==> src/rtl/serial_addsub_n.sv <==
// Bit-serial W-bit adder/subtractor, LSB first, one bit per clock.
// One full-adder slice with a registered carry; result latched on completion.
module serial_addsub_n #(
  parameter int W = 8
) (
  input  logic         clk,
  input  logic         rst_n,
  input  logic         start,
  input  logic         sub,
  input  logic [W-1:0] a,
  input  logic [W-1:0] b,
  output logic         busy,
  output logic         done,
  output logic [W-1:0] result,
  output logic         cout,
  output logic         overflow
);

  localparam int CW = (W > 1) ? $clog2(W) : 1;

  typedef enum logic [1:0] {
    IDLE,
    SHIFT,
    DONE
  } state_t;

  state_t        state;
  state_t        state_n;
  logic [W-1:0]  op_a;
  logic [W-1:0]  op_b;
  logic [W-1:0]  acc;
  logic          carry;
  logic [CW-1:0] cnt;

  logic          s;
  logic          c;
  logic          last;
  logic          accept;
  logic [W-1:0]  acc_n;

  assign s      = op_a[0] ^ op_b[0] ^ carry;
  assign c      = (op_a[0] & op_b[0])
                | (op_a[0] & carry)
                | (op_b[0] & carry);
  assign last   = (cnt == CW'(W - 1));
  assign accept = start && (state != SHIFT);
  assign acc_n  = {s, acc[W-1:1]};
  assign busy   = (state == SHIFT);
  assign done   = (state == DONE);

  always_comb begin
    state_n = state;
    unique case (state)
      IDLE:    if (start) state_n = SHIFT;
      SHIFT:   if (last) state_n = DONE;
      DONE:    state_n = start ? SHIFT : IDLE;
      default: state_n = IDLE;
    endcase
  end

  always_ff @(posedge clk or negedge rst_n) begin
    if (!rst_n) begin
      state    <= IDLE;
      op_a     <= '0;
      op_b     <= '0;
      acc      <= '0;
      carry    <= 1'b0;
      cnt      <= '0;
      result   <= '0;
      cout     <= 1'b0;
      overflow <= 1'b0;
    end else begin
      state <= state_n;
      unique case (1'b1)
        accept: begin
          // Subtract as a + ~b + 1: invert B, preset carry.
          op_a  <= a;
          op_b  <= sub ? ~b : b;
          carry <= sub;
          cnt   <= '0;
          acc   <= '0;
        end
        busy: begin
          acc   <= acc_n;
          op_a  <= op_a >> 1;
          op_b  <= op_b >> 1;
          carry <= c;
          cnt   <= cnt + CW'(1);
          if (last) begin
            result   <= acc_n;
            cout     <= c;
            overflow <= carry ^ c;
          end
        end
        default: ;
      endcase
    end
  end

endmodule
==> config.mk <==
export PLATFORM = sky130hd
export DESIGN_NAME = serial_addsub_n
export DESIGN_NICKNAME = d
export VERILOG_FILES = /design/src/rtl/serial_addsub_n.sv
export SDC_FILE = /design/constraint.sdc
export NUM_CORES = 1
export LEC_CHECK = 0
export ABC_AREA = 1
export ABC_CLOCK_PERIOD_IN_PS = 1300
export CAP_MARGIN = 20
export CORE_MARGIN = 5
export CORE_UTILIZATION = 29
export CTS_BUF_LIST = sky130_fd_sc_hd__clkbuf_4
export DETAILED_ROUTE_END_ITERATION = 6
export SLEW_MARGIN = 20
export SYNTH_ARGS = -nofsm -noshare
export SYNTH_HDL_FRONTEND = slang
export SYNTH_SLANG_ARGS = --single-unit
==> constraint.sdc <==
create_clock -name clk -period 1.3 [get_ports clk]
set_clock_uncertainty 0.05 [all_clocks]
set_input_delay 0.195 -clock clk [delete_from_list [all_inputs] [get_ports clk]]
set_output_delay 0.195 -clock clk [all_outputs]
set_load 0.01 [all_outputs]
==> impl_summary.md, run 1 <==
Outcome
The flow ran to the end, but the final reports show violations. The final reports fail on negative setup slack.

STA
The actual transition at the worst max-transition pin is 212 ps. The achievable clock frequency is 757 MHz. The relative slew slack is 0.858. The number of endpoints failing setup at the final stage is 9. Of the available clock period, the critical path in the final layout requires 1.02. The number of pins exceeding their max-slew limit in the final report is 0. Once routing completed, OpenROAD measured the worst setup slack at -20.7 ps. The count of endpoints failing hold in the final timing report is 0. The worst path in the final design needs a cycle of between 1000 and 1500 ps, including I/O delays and setup. Setup repair after global routing could not meet its margin everywhere.

Adding up every negative setup slack in the final design gives -65.7 ps.

Finish
In the final layout, the multi-input gates occupy 691 sq um. The combined flip-flop and latch cell area is 976 sq um. The share of final-layout standard cells stronger than drive strength 1 is 0.223. The cell area after layout is 2500 sq um. Relative to the synthesized area, the layout overhead comes to 40.5%. 0 antenna diodes ended up in the layout. The number of nets in the layout is around 290. The final cell count without fillers is 340. The number of inserted filler cells in the final layout is 630.

Logic synthesis
The cell area after synthesis is 1780 sq um. For this run, the leading register cell type out of synthesis is sky130_fd_sc_hd__dfrtp_1. The number of different library cells in the post-synthesis netlist is 20. In the post-synthesis netlist, the biggest area contributors are sky130_fd_sc_hd__dfrtp_1 (55%), sky130_fd_sc_hd__nand2_1 (16%), sky130_fd_sc_hd__nand3_1 (8.4%), sky130_fd_sc_hd__inv_1 (4.2%), sky130_fd_sc_hd__o21ai_2 (3.9%). After synthesis, the share of flip-flops with an asynchronous set or reset is 1.00. sky130_fd_sc_hd__nand2_1 is the most common cell in the netlist. The synthesized design contains 39 register bits. Synthesis handed over a netlist of between 200 and 250 instances. Of the post-synthesis cell area, the dominant cell type holds 0.547. The average cell area after synthesis is 8.74 sq um.

The post-synthesis cell type with the largest combined area is sky130_fd_sc_hd__dfrtp_1. During synthesis, Yosys emitted a total of 0 warnings. Synthesis produced a netlist with a net count of 227. The synthesized design contains 0 enable-type register cells. The sequential fraction of the synthesis area is 0.547.

Sorting the synthesized cells by how often they occur yields sky130_fd_sc_hd__nand2_1 (78), sky130_fd_sc_hd__dfrtp_1 (39), sky130_fd_sc_hd__nand3_1 (30).

Floorplan
32 I/O pins were placed. Measured along the y axis, the die boundary spans 88.4 um. For this configuration, the core starts out at a cell density of 0.299. The core footprint is approximately 6000 sq um.

The number of placement rows is 28. The floorplan die width is just under 90 um. The floorplan die area is 7820 sq um.

Clocking
TritonCTS built the clock tree. The later pin in the worst-skew pair is clocked with a latency of 330 ps. The largest buffer count on any clock path is 2.

The total CTS buffers is 5. The clock sink total is 39. After clock tree synthesis, the clock-pin slew on the worst setup and hold paths is 110 ps. The number of H-tree levels is 2. The clock root buffer is sky130_fd_sc_hd__clkbuf_4.

Place
Timing analysis after detailed placement gives a worst setup slack of -52.5 ps. The placed cell area is 2270 sq um. Once detailed placement completed, the half-perimeter wirelength came to between 2000 and 3000 um.

The placer's final routability congestion estimate is 0.722. In this run, placement finished with an instance count of 317. In this run the tool buffered the top-level ports with 31 buffer cells.

Detailed routing
In the final routed layout, each cell accounts on average for approximately 11 um. The first detailed-routing pass ran for 4 iterations. The antenna violation net count after detailed routing is 0. The vias per cell is 4.37. In this run, the number of DRC markers left after iteration 0 of detailed routing was 28. The final route contains between 1000 and 1500 vias. After detailed routing, the total wire length is 3770 um. After detailed routing, the number of remaining DRC violations is 0.

GRT
Entering global routing, the biggest net connects 40 pins. For this run, the total global-route usage over all layers was measured as 0.0973. The total overflow left after global routing is 0.

The number of global-route vias before repair is about 1400. The first global-routing pass estimated 6000 um of wire. The initial antenna violation count is 0.

Worst setup path
The critical path goes through inv_2, nor2_2, buf_4, buf_6, nand2_4, buf_6, nand2_1, o21ai_2. The delay contributed by the slowest stage of the critical path is 400 ps. By startpoint and endpoint, the worst setup path is classified as register to register.

The startpoint identified for the worst register-to-register timing path is state[0]$_DFFE_PN0P_. The slowest stage of the critical path belongs to the cell sky130_fd_sc_hd__dfrtp_1. The kind of start point of the critical path is a register. In this run the worst setup path begins at state[0]$_DFFE_PN0P_.

The kind of end point of the critical path is a register. The arrival time of data at the critical path endpoint is 1500 ps. The most common cell type on the critical path is sky130_fd_sc_hd__buf_6. The required time of the worst setup path is approximately 1500 ps. Counting cells, the worst reg-to-reg path comes to 8.

The largest fanout of any net on the critical path is 6.

Power and ir drop
The power density normalized to cell area is 2070 nW/um^2. The worst-case IR drop observed on VDD is 0.771 mV. The analysis attributes to cell leakage a power of 1.29 nW.

Job
The tool flagged a number of max-cap violations equal to 0.

Worst hold path
The min-delay analysis places its worst path in the category input port to asynchronous set/reset pin.
-- power breakdown --
part           switching (mW)  leakage [nW]  internal (mW)
sequential              0.242         0.501           1.72
combinational            1.20         0.747           1.24
clock                   0.384        0.0426          0.396
total                    1.83          1.29           3.36
-- per-stage QoR --
step / util / total power, mW / hold slack (ps)
floorplan: - / 3.26 / -151
global placement: 0.381 / 4.07 / 131
CTS: 0.394 / 4.81 / 290
detailed placement: 0.381 / 4.12 / 131
global route: 0.421 / 5.63 / 295
finish: 0.421 / 5.19 / 298
-- cell usage in the layout, fill, tap and decap left out, types with 2 or more instances in the layout --
| master | Yosys | layout |
|---|---|---|
| sky130_fd_sc_hd__nand2_1 | 78 | 77 |
| sky130_fd_sc_hd__dfrtp_1 | 39 | 39 |
| sky130_fd_sc_hd__nand3_1 | 30 | 30 |
| sky130_fd_sc_hd__buf_4 | 1 | 22 |
| sky130_fd_sc_hd__inv_1 | 20 | 18 |
| sky130_fd_sc_hd__clkdlybuf4s50_1 | 0 | 18 |
| sky130_fd_sc_hd__o21ai_2 | 8 | 8 |
| sky130_fd_sc_hd__o22ai_1 | 8 | 6 |
| sky130_fd_sc_hd__clkbuf_4 | 0 | 5 |
| sky130_fd_sc_hd__clkdlybuf4s15_1 | 0 | 5 |
| sky130_fd_sc_hd__dlygate4sd2_1 | 0 | 5 |
| sky130_fd_sc_hd__buf_6 | 2 | 4 |
| sky130_fd_sc_hd__inv_2 | 1 | 3 |
| sky130_fd_sc_hd__buf_12 | 0 | 3 |
| sky130_fd_sc_hd__nor2_1 | 2 | 2 |
| sky130_fd_sc_hd__nand2_2 | 2 | 2 |
| sky130_fd_sc_hd__xor2_1 | 2 | 2 |
| sky130_fd_sc_hd__o22ai_2 | 0 | 2 |
| sky130_fd_sc_hd__buf_2 | 3 | 2 |
-- layout make-up --
| cell class | instances | share of cell area |
|---|---|---|
| Timing Repair Buffer | 61 | 0.235 |
| Tap cell | 75 | 0.0375 |
| Multi-Input combinational cell | 136 | 0.276 |
| Clock buffer | 5 | 0.0150 |
| Sequential cell | 39 | 0.390 |
| Clock inverter | 3 | 0.0155 |
| Inverter | 21 | 0.0315 |
-- what timing repair did --
action	4_1_cts	5_1_grt
cloned	0	1
hold buffers	1	0
gates resized for setup	17	19
endpoints found under the hold margin	39	0
setup endpoints to repair	23	28
pin swaps	2	2
buffers inserted	1	12
-- final timing paths --
kind	endpoint	slack [ps]
min in group clk	op_a[7]$_DFFE_PN0P_	340
max reg2reg	result[6]$_DFFE_PN0P_	-20
max	result[6]$_DFFE_PN0P_	-20
min	overflow$_DFFE_PN0P_	300
min reg2reg	op_a[7]$_DFFE_PN0P_	440
max in group asynchronous	cnt[0]$_DFFE_PN0P_	720
-- layer usage --
metal / vias up / wire length (um) / global-route usage
met2: 31 / 1690 / 0.158
met4: 0 / 39 / 0.0206
met5: - / 0 / 0
li1: 768 / - / -
met3: 4 / 211 / 0.0326
met1: 682 / 1820 / 0.127
-- sequential cells by signal, indices dropped and copies added, names as in the netlist --
signal / count
acc: 7
carry: 1
cnt: 3
cout: 1
op_a: 8
op_b: 8
overflow: 1
result: 8
state: 2
-- worst max-delay path: cells and delay by family, from the launching register on --
family,cells,cell delay (ps)
flip-flops,1,400
AND/OR/NAND/NOR,3,290
buffers and inverters,4,420
AO/OA/AOI/OAI,1,50
-- logic make-up (layout without fill, tap and decap cells) --
| group | count (synthesis) | after routing | synth area share |
|---|---|---|---|
| flops | 39 | 39 | 0.547 |
| buf+inv | 29 | 90 | 0.0793 |
| fa+ha+maj | 3 | 3 | 0.0253 |
| compound gates | 18 | 18 | 0.0751 |
| xor+xnor | 2 | 2 | 0.00983 |
| simple gates | 113 | 113 | 0.263 |
(Power assumes the default switching activity.)
==> run 2: changes to the inputs <==
ABC_CLOCK_PERIOD_IN_PS = 1400   (was 1300)
RECOVER_POWER = 50   (was default)
clock period = 1.4 ns   (was 1.3 ns; I/O delays follow)
==> run 2 against run 1 <==
The run now ends clean. Critical path depth decreased by 5. Non-clock buffer count fell by 14. Via count decreased by 4.0%. Final area shrank 7.7%. Largest cell class unchanged. Largest power group unchanged.
==> impl_summary.md, run 2 (synthesized netlist as in run 1, its figures left out) <==
Outcome
The flow ran to the end, and the final reports show no timing, DRC or antenna violations.

STA
Setup total negative slack on the finished layout was measured at 0 ps. Counting I/O delays and the setup requirement, the final critical path takes 1320 ps. The final worst-path cycle share is 0.944.

The actual transition at the worst max-transition pin is roughly 540 ps. Setup repair after global routing left no endpoint under its margin. Once routing completed, OpenROAD measured the worst setup slack at 78.8 ps.

The achievable clock frequency is 757 MHz. The number of pins exceeding their max-slew limit in the final report was 0. The final hold slack is roughly 350 ps. Setup violations remaining at the end of the flow were counted as 0.

The relative slew slack is 0.643. The count of endpoints failing hold in the final timing report is 0.

Power and ir drop
Overall power consumption after layout is estimated at 4.23 mW. The standby leakage power is between 1 and 1.5 nW. VDD sags by at most roughly 0.67 mV. The cell internal power dissipation is ~2.6 mW. The switching share of total power is 0.377. The share of total power in combinational logic is 0.442.

The part of the total power dissipated in the clock network is 0.122. For this design the total switching power over the nets is between 1.5 and 2 mW. The power density normalized to cell area is 1830 nW/um^2. The share of total power dissipated in sequential elements is 0.436.

GRT
The first global-routing pass estimated between 6000 and 7000 um of wire. The maximum number of pins on one net before global-route repair is 40. The remaining global-route overflow is 0. The number of global-route vias before repair is 1426. The all-layer global routing usage is 0.103. The initial antenna violation count was 0.

Worst setup path
The slowest stage cell on the critical path is sky130_fd_sc_hd__fa_2. The type of the setup path with the least slack is register to register. The kind of start point of the critical path is a register. The worst setup path is captured at a register. STA puts the critical path data arrival time at ~1500 ps. Data on the critical path is required at its endpoint by 1610 ps. The launch instance of the worst register-to-register path is op_b[0]$_DFFE_PN0P_. In this design, the stage delay of the slowest critical-path cell is 570 ps.

The length in cells of the worst reg-to-reg path is 3. The signal on the critical path passes through fa_2, inv_1, o22ai_1. The worst register-to-register path ends at acc[7]$_DFFE_PN0P_.

In this run the register-to-register setup slack is 80 ps. In this run the worst path has a maximum fanout of 2.

Detailed routing
After detailed routing, the number of remaining DRC violations is 0. The count of nets left with antenna violations once routing finished came out at 0. The total detailed-routing wirelength is between 3000 and 4000 um.

The overall via count from detail_route is 1426. The detailed router finished its first iteration with 66 violations. The average routed wire per standard cell is ~11 um. The number of iterations in the first detailed-routing pass is 4. In the routed layout, each cell is associated on average with a via count of 4.39.

Finish
The net count of the finished layout is 273. Relative to the synthesized area, the layout overhead comes to 29.6%. In the final layout, the share of cells above drive strength 1 is 0.168.

The largest registers in the layout are op_a: 8 flops, op_b: 8 flops, result: 8 flops. The final cell count without fillers is 325. 0 antenna diodes ended up in the layout. After routing the design area is approximately 2300 sq um. Once layout is complete, the utilization of the core stands at 0.388. Leaving out fill and tap cells, the most frequent cell in the layout is sky130_fd_sc_hd__nand2_1. Leaving out fill and tap cells, the most frequent cells in the layout are sky130_fd_sc_hd__nand2_1 (77), sky130_fd_sc_hd__dfrtp_1 (39), sky130_fd_sc_hd__nand3_1 (30).

Clocking
The worst-skew pair later-pin latency is 340 ps. The longest clock path from root to sink contains 2 buffers. The clock sink total is 39. The H-tree generated during clock tree synthesis spans 2 levels. The clock transition time at the flip-flop clock pins of the worst setup and hold paths is 100 ps. The root buffer cell chosen for the clock tree is sky130_fd_sc_hd__clkbuf_4. The total CTS buffers is 5. TritonCTS built the clock tree.

Floorplan
The vertical die dimension is slightly below 90 um. The initial cell density of the core is 0.299. In this run the standard cell core region covers roughly 6000 sq um. The floorplan die area is 7820 sq um.

The number of placement rows is 28. From left edge to right edge, the die measures between 80 and 90 um. 32 I/O pins were placed.

Worst hold path
The tightest min-delay check is of the input port to register type. For hold timing, the worst endpoint is op_a[7]$_DFFE_PN0P_. The number of instances on the worst hold path is 3. The startpoint identified for the worst hold timing path is a[7].

Place
The placer's final routability congestion estimate is around 0.71. The placed cell area is 2250 sq um. The cell count after placement is 314. OpenSTA, run right after detailed placement, puts the worst setup slack at 58.1 ps. The number of port buffers is 31.

The total half-perimeter wirelength after legalization and detailed placement is around 2500 um.

Job
The tool flagged a number of max-cap violations equal to 0.
-- run 2: changes by cell type in the layout (fill, tap and decap cells not counted), sizes merged --
| cell | before | now |
|---|---|---|
| bufinv | 1 | 0 |
| clkbuf | 6 | 7 |
| buf | 31 | 16 |
| dlygate4sd2 | 5 | 10 |
| clkdlybuf4s15 | 5 | 0 |
-- run 2: worst max-delay path: cells and delay by family, from the launching register on --
| kind | cells | cell delay (ps) |
|---|---|---|
| buffers and inverters | 1 | 60 |
| AOI/OAI and AO/OA | 1 | 140 |
| adders and majority gates | 1 | 570 |
| DFF | 1 | 430 |
-- run 2: timing repair --
item / in CTS / in global routing
hold buffers: 1 / 0
resized for setup: 18 / 9
pin swaps: 0 / 4
endpoints found under the hold margin: 39 / 0
setup buffers: 0 / 3
setup endpoints to repair: 12 / 22
-- run 2: how the worst max path moves through the flow --
stage	from	to	slack [ps]	cells past startpoint
after global placement	state[0]$_DFFE_PN0P_	busy	60	3
after global routing	cnt[0]$_DFFE_PN0P_	result[0]$_DFFE_PN0P_	3	6
after detailed placement	state[0]$_DFFE_PN0P_	busy	60	3
final	op_b[0]$_DFFE_PN0P_	acc[7]$_DFFE_PN0P_	80	3
after CTS	state[0]$_DFFE_PN0P_	done	5	2
after floorplan	cnt[0]$_DFFE_PN0P_	cout$_DFFE_PN0P_	110	6
-- run 2: power groups by stage --
stage / Combinational [mW] / Sequential, mW / Clock, mW
after floorplan: 1.13 / 1.90 / 0
after global placement: 1.86 / 1.86 / 0
after detailed placement: 1.89 / 1.87 / 0
after CTS: 1.79 / 1.84 / 0.544
after global routing: 2.14 / 1.91 / 0.615
final: 1.87 / 1.84 / 0.516
-- run 2: per-layer routing --
layer  vias up  wire [um]  global-route usage
met5         -          0                   0
met4         0          0              0.0247
met3         0        236              0.0335
met2        37       1660               0.169
met1       651       1710               0.132
li1        738          -                   -
-- run 2: cell type report --
class                      instances  area [sq um]
timing repair buffer              47           438
tap                               75          93.8
inverter                          21          78.8
clock inverter                     2          8.76
fill                             637          3640
multi-input combinational        136           678
sequential                        39           976
clock buffer                       5          37.5
==> run 3: changes to the inputs <==
CELL_PAD_IN_SITES_DETAIL_PLACEMENT = 2   (was default)
CELL_PAD_IN_SITES_GLOBAL_PLACEMENT = 2   (was default)
CORE_ASPECT_RATIO = 2   (was default)
CORE_UTILIZATION = 32   (was 29)
PLACE_DENSITY_LB_ADDON = 0.1   (was default)
==> run 3 against run 2 <==
Count of clock-buffer cells in the layout unchanged. Clock power up 9.9%. Critical path depth increased by 3. First-iteration DRC count shrank 48%. Via count increased by 6.7%. Power rose by 8.2%. Routed wire length up 42%. Final area increased by 3.8%. Register-to-register slack worse by 60 ps. Non-clock buffer count is 3 higher. Utilization up 5.5 points. Combinational power up 14%. Highest routed layer is now met4.
==> impl_summary.md, run 3 (synthesized netlist as in run 1, its figures left out) <==
Place
Prior to clock tree synthesis, the placed netlist has a worst setup slack of -48.5 ps. Buffers placed on the I/O ports in this run total 31. The placer's final routability congestion estimate is 0.682.

The total half-perimeter wirelength after legalization and detailed placement is a little under 4000 um. The placed instances occupy a cell area of 2230 sq um.

Worst setup path
Along the worst path, the maximum fanout reaches 6. The largest delay contributor family on the critical path is flip-flops. The kind of end point of the critical path is a register. The number of buffer and inverter instances along the worst setup path is 1. The worst setup path is launched from a register. The largest individual stage delay along the critical path comes from the cell sky130_fd_sc_hd__dfrtp_1.

The signal on the critical path passes through ha_2, ha_4, nand2_4, bufbuf_16, nand2_1, o21ai_2. The required time of the worst setup path is 1630 ps. STA puts the critical path data arrival time at 1610 ps.

The type of the setup path with the least slack is register to register. The delay contributed by the slowest stage of the critical path is ~430 ps.

Finish
The number of inserted filler cells in the final layout is 619. The number of diodes added for antenna fixing is 0. In the final layout, the share of cells above drive strength 1 is 0.185. Once layout is complete, the utilization of the core stands at 0.443. The final layout contains about 280 nets.

The top cell types in the final layout, fill and taps aside, are sky130_fd_sc_hd__nand2_1 (78), sky130_fd_sc_hd__dfrtp_1 (39), sky130_fd_sc_hd__nand3_1 (30). The largest registers in the layout are op_a: 8 flops, op_b: 8 flops, result: 8 flops. The layout-stage area growth over the synthesis result is 34.6%.

The cell area after layout is ~2400 sq um. The most common cell after layout, fill and taps aside is sky130_fd_sc_hd__nand2_1.

STA
The relative slew slack is 0.406. In the final timing run, aggregate negative setup slack is 0 ps. At the pin with the least slew margin, the transition time is 891 ps. In the finished design, the share of the clock period the worst path needs comes to 0.985. Setup repair after global routing could not meet its margin everywhere. The achievable clock frequency is 725 MHz. Across all setup checks in the final design, the least slack found is 20.5 ps. The number of endpoints failing setup at the final stage is 0.

The number of pins exceeding their max-slew limit in the final report is 0. The count of endpoints failing hold in the final timing report is 0. Subtracting the final worst setup slack from the clock period gives 1380 ps.

GRT
The first global-routing pass estimated just under 9000 um of wire. The met1 global-route usage is 0.139. In the global route stage, overall resource usage came out at 0.152. The routing usage on met2 is 0.318. The initial antenna violation count was 0. After global routing the overflow that remains totals 0. Entering global routing, the biggest net connects 40 pins. The busiest layer in global routing is met2.

The met3 global-route usage is 0.0291. The number of global-route vias before repair is 1809.

Job
The count of max-cap constraint violations is 0.

Floorplan
The die is ~120 um tall. The die covers 7250 sq um. The region available for standard cell placement spans roughly 5400 sq um. The floorplan die width is 62.8 um.

The number of placement rows is 38. The initial cell density of the core is 0.329. The number of top-level design ports is 32.

Clocking
The largest buffer count on any clock path is 2. The clock drives 39 sinks. The total CTS buffers is 5. The clock root buffer is sky130_fd_sc_hd__clkbuf_4. After clock tree synthesis, the clock-pin slew on the worst setup and hold paths is 130 ps. The H-tree generated during clock tree synthesis spans 2 levels. The later pin in the worst-skew pair is clocked with a latency of 350 ps. The CTS tree is built.

Detailed routing
The total detailed-routing wirelength is just over 5000 um. For this block, the via count after detailed routing is 1521. After detailed routing, the number of remaining DRC violations is 0. The number of iterations in the first detailed-routing pass is 3.

After detailed routing, the number of vias per cell comes to 4.84. In the final routed layout, each cell accounts on average for 16.3 um. The antenna violation net count after detailed routing is 0.

The number of DRC markers after the initial detailed-route iteration is 34.

Power and ir drop
The post-layout total power is around 4.6 mW. The standby leakage power is 1.24 nW. The peak supply drop is 0.933 mV. The power density normalized to cell area is around 1900 nW/um^2.

Worst hold path
The worst hold path class is input port to register.

Outcome
The run finished with clean final reports.
## run 3: cell count changes in the layout (fill, tap and decap cells not counted), sizes merged
cell and change:
buf +4, clkinvlp +1, bufbuf +1, clkbuf -2
## run 3: worst register-to-register path: stages (launching register included)
cell and delay, ps:
sky130_fd_sc_hd__dfrtp_1 430, sky130_fd_sc_hd__ha_2 210, sky130_fd_sc_hd__ha_4 170, sky130_fd_sc_hd__nand2_4 70, sky130_fd_sc_hd__bufbuf_16 260, sky130_fd_sc_hd__nand2_1 60, sky130_fd_sc_hd__o21ai_2 70
## run 3: metrics by stage
stage          hold slack [ps]  std cells
6_report                   360        314
5_1_grt                    352        314
4_1_cts                    344        314
3_5_place_dp               248        299
3_3_place_gp               229        299
2_1_floorplan             -136        204
## run 3: final timing paths
| kind | start | to | slack [ps] | depth (start not counted) |
|---|---|---|---|---|
| hold reg to reg | result[7]$_DFFE_PN0P_ | result[7]$_DFFE_PN0P_ | 450 | 2 |
| min in group asynchronous | rst_n | result[4]$_DFFE_PN0P_ | 540 | 3 |
| max in group asynchronous | rst_n | carry$_DFFE_PN0P_ | 200 | 3 |
| setup / recovery | cnt[0]$_DFFE_PN0P_ | result[2]$_DFFE_PN0P_ | 20 | 6 |
| hold / removal | a[7] | op_a[7]$_DFFE_PN0P_ | 360 | 3 |
| setup reg to reg | cnt[0]$_DFFE_PN0P_ | result[2]$_DFFE_PN0P_ | 20 | 6 |
## run 3: metal layers
layer	routed length (um)	vias to the layer above	share of wire
met2	3220	21	0.63
met5	0	-	0
li1	-	742	-
met1	1710	753	0.33
met4	69	0	0.013
met3	126	5	0.025
## run 3: final cells by class
class	count	area [sq um]	area share
timing repair buffer	50	510	0.213
clock inverter	3	15.0	0.00626
sequential	39	976	0.407
multi-input combinational	136	707	0.295
clock buffer	5	37.5	0.0156
tap	60	75.1	0.0313
inverter	21	78.8	0.0328
## run 3: report_power, final
| group | switching [mW] | internal [mW] |
|---|---|---|
| Combinational | 1.17 | 0.964 |
| Sequential | 0.272 | 1.60 |
| Clock | 0.382 | 0.185 |
## run 3: what timing repair did
item                                    4_1_cts  5_1_grt
cloned                                        1        0
pin swaps                                     3        0
resized for setup                            26        5
endpoints found under the setup margin       14       13
hold buffers                                  1        0
buffers inserted                              5        0
hold endpoints to repair                     39        0
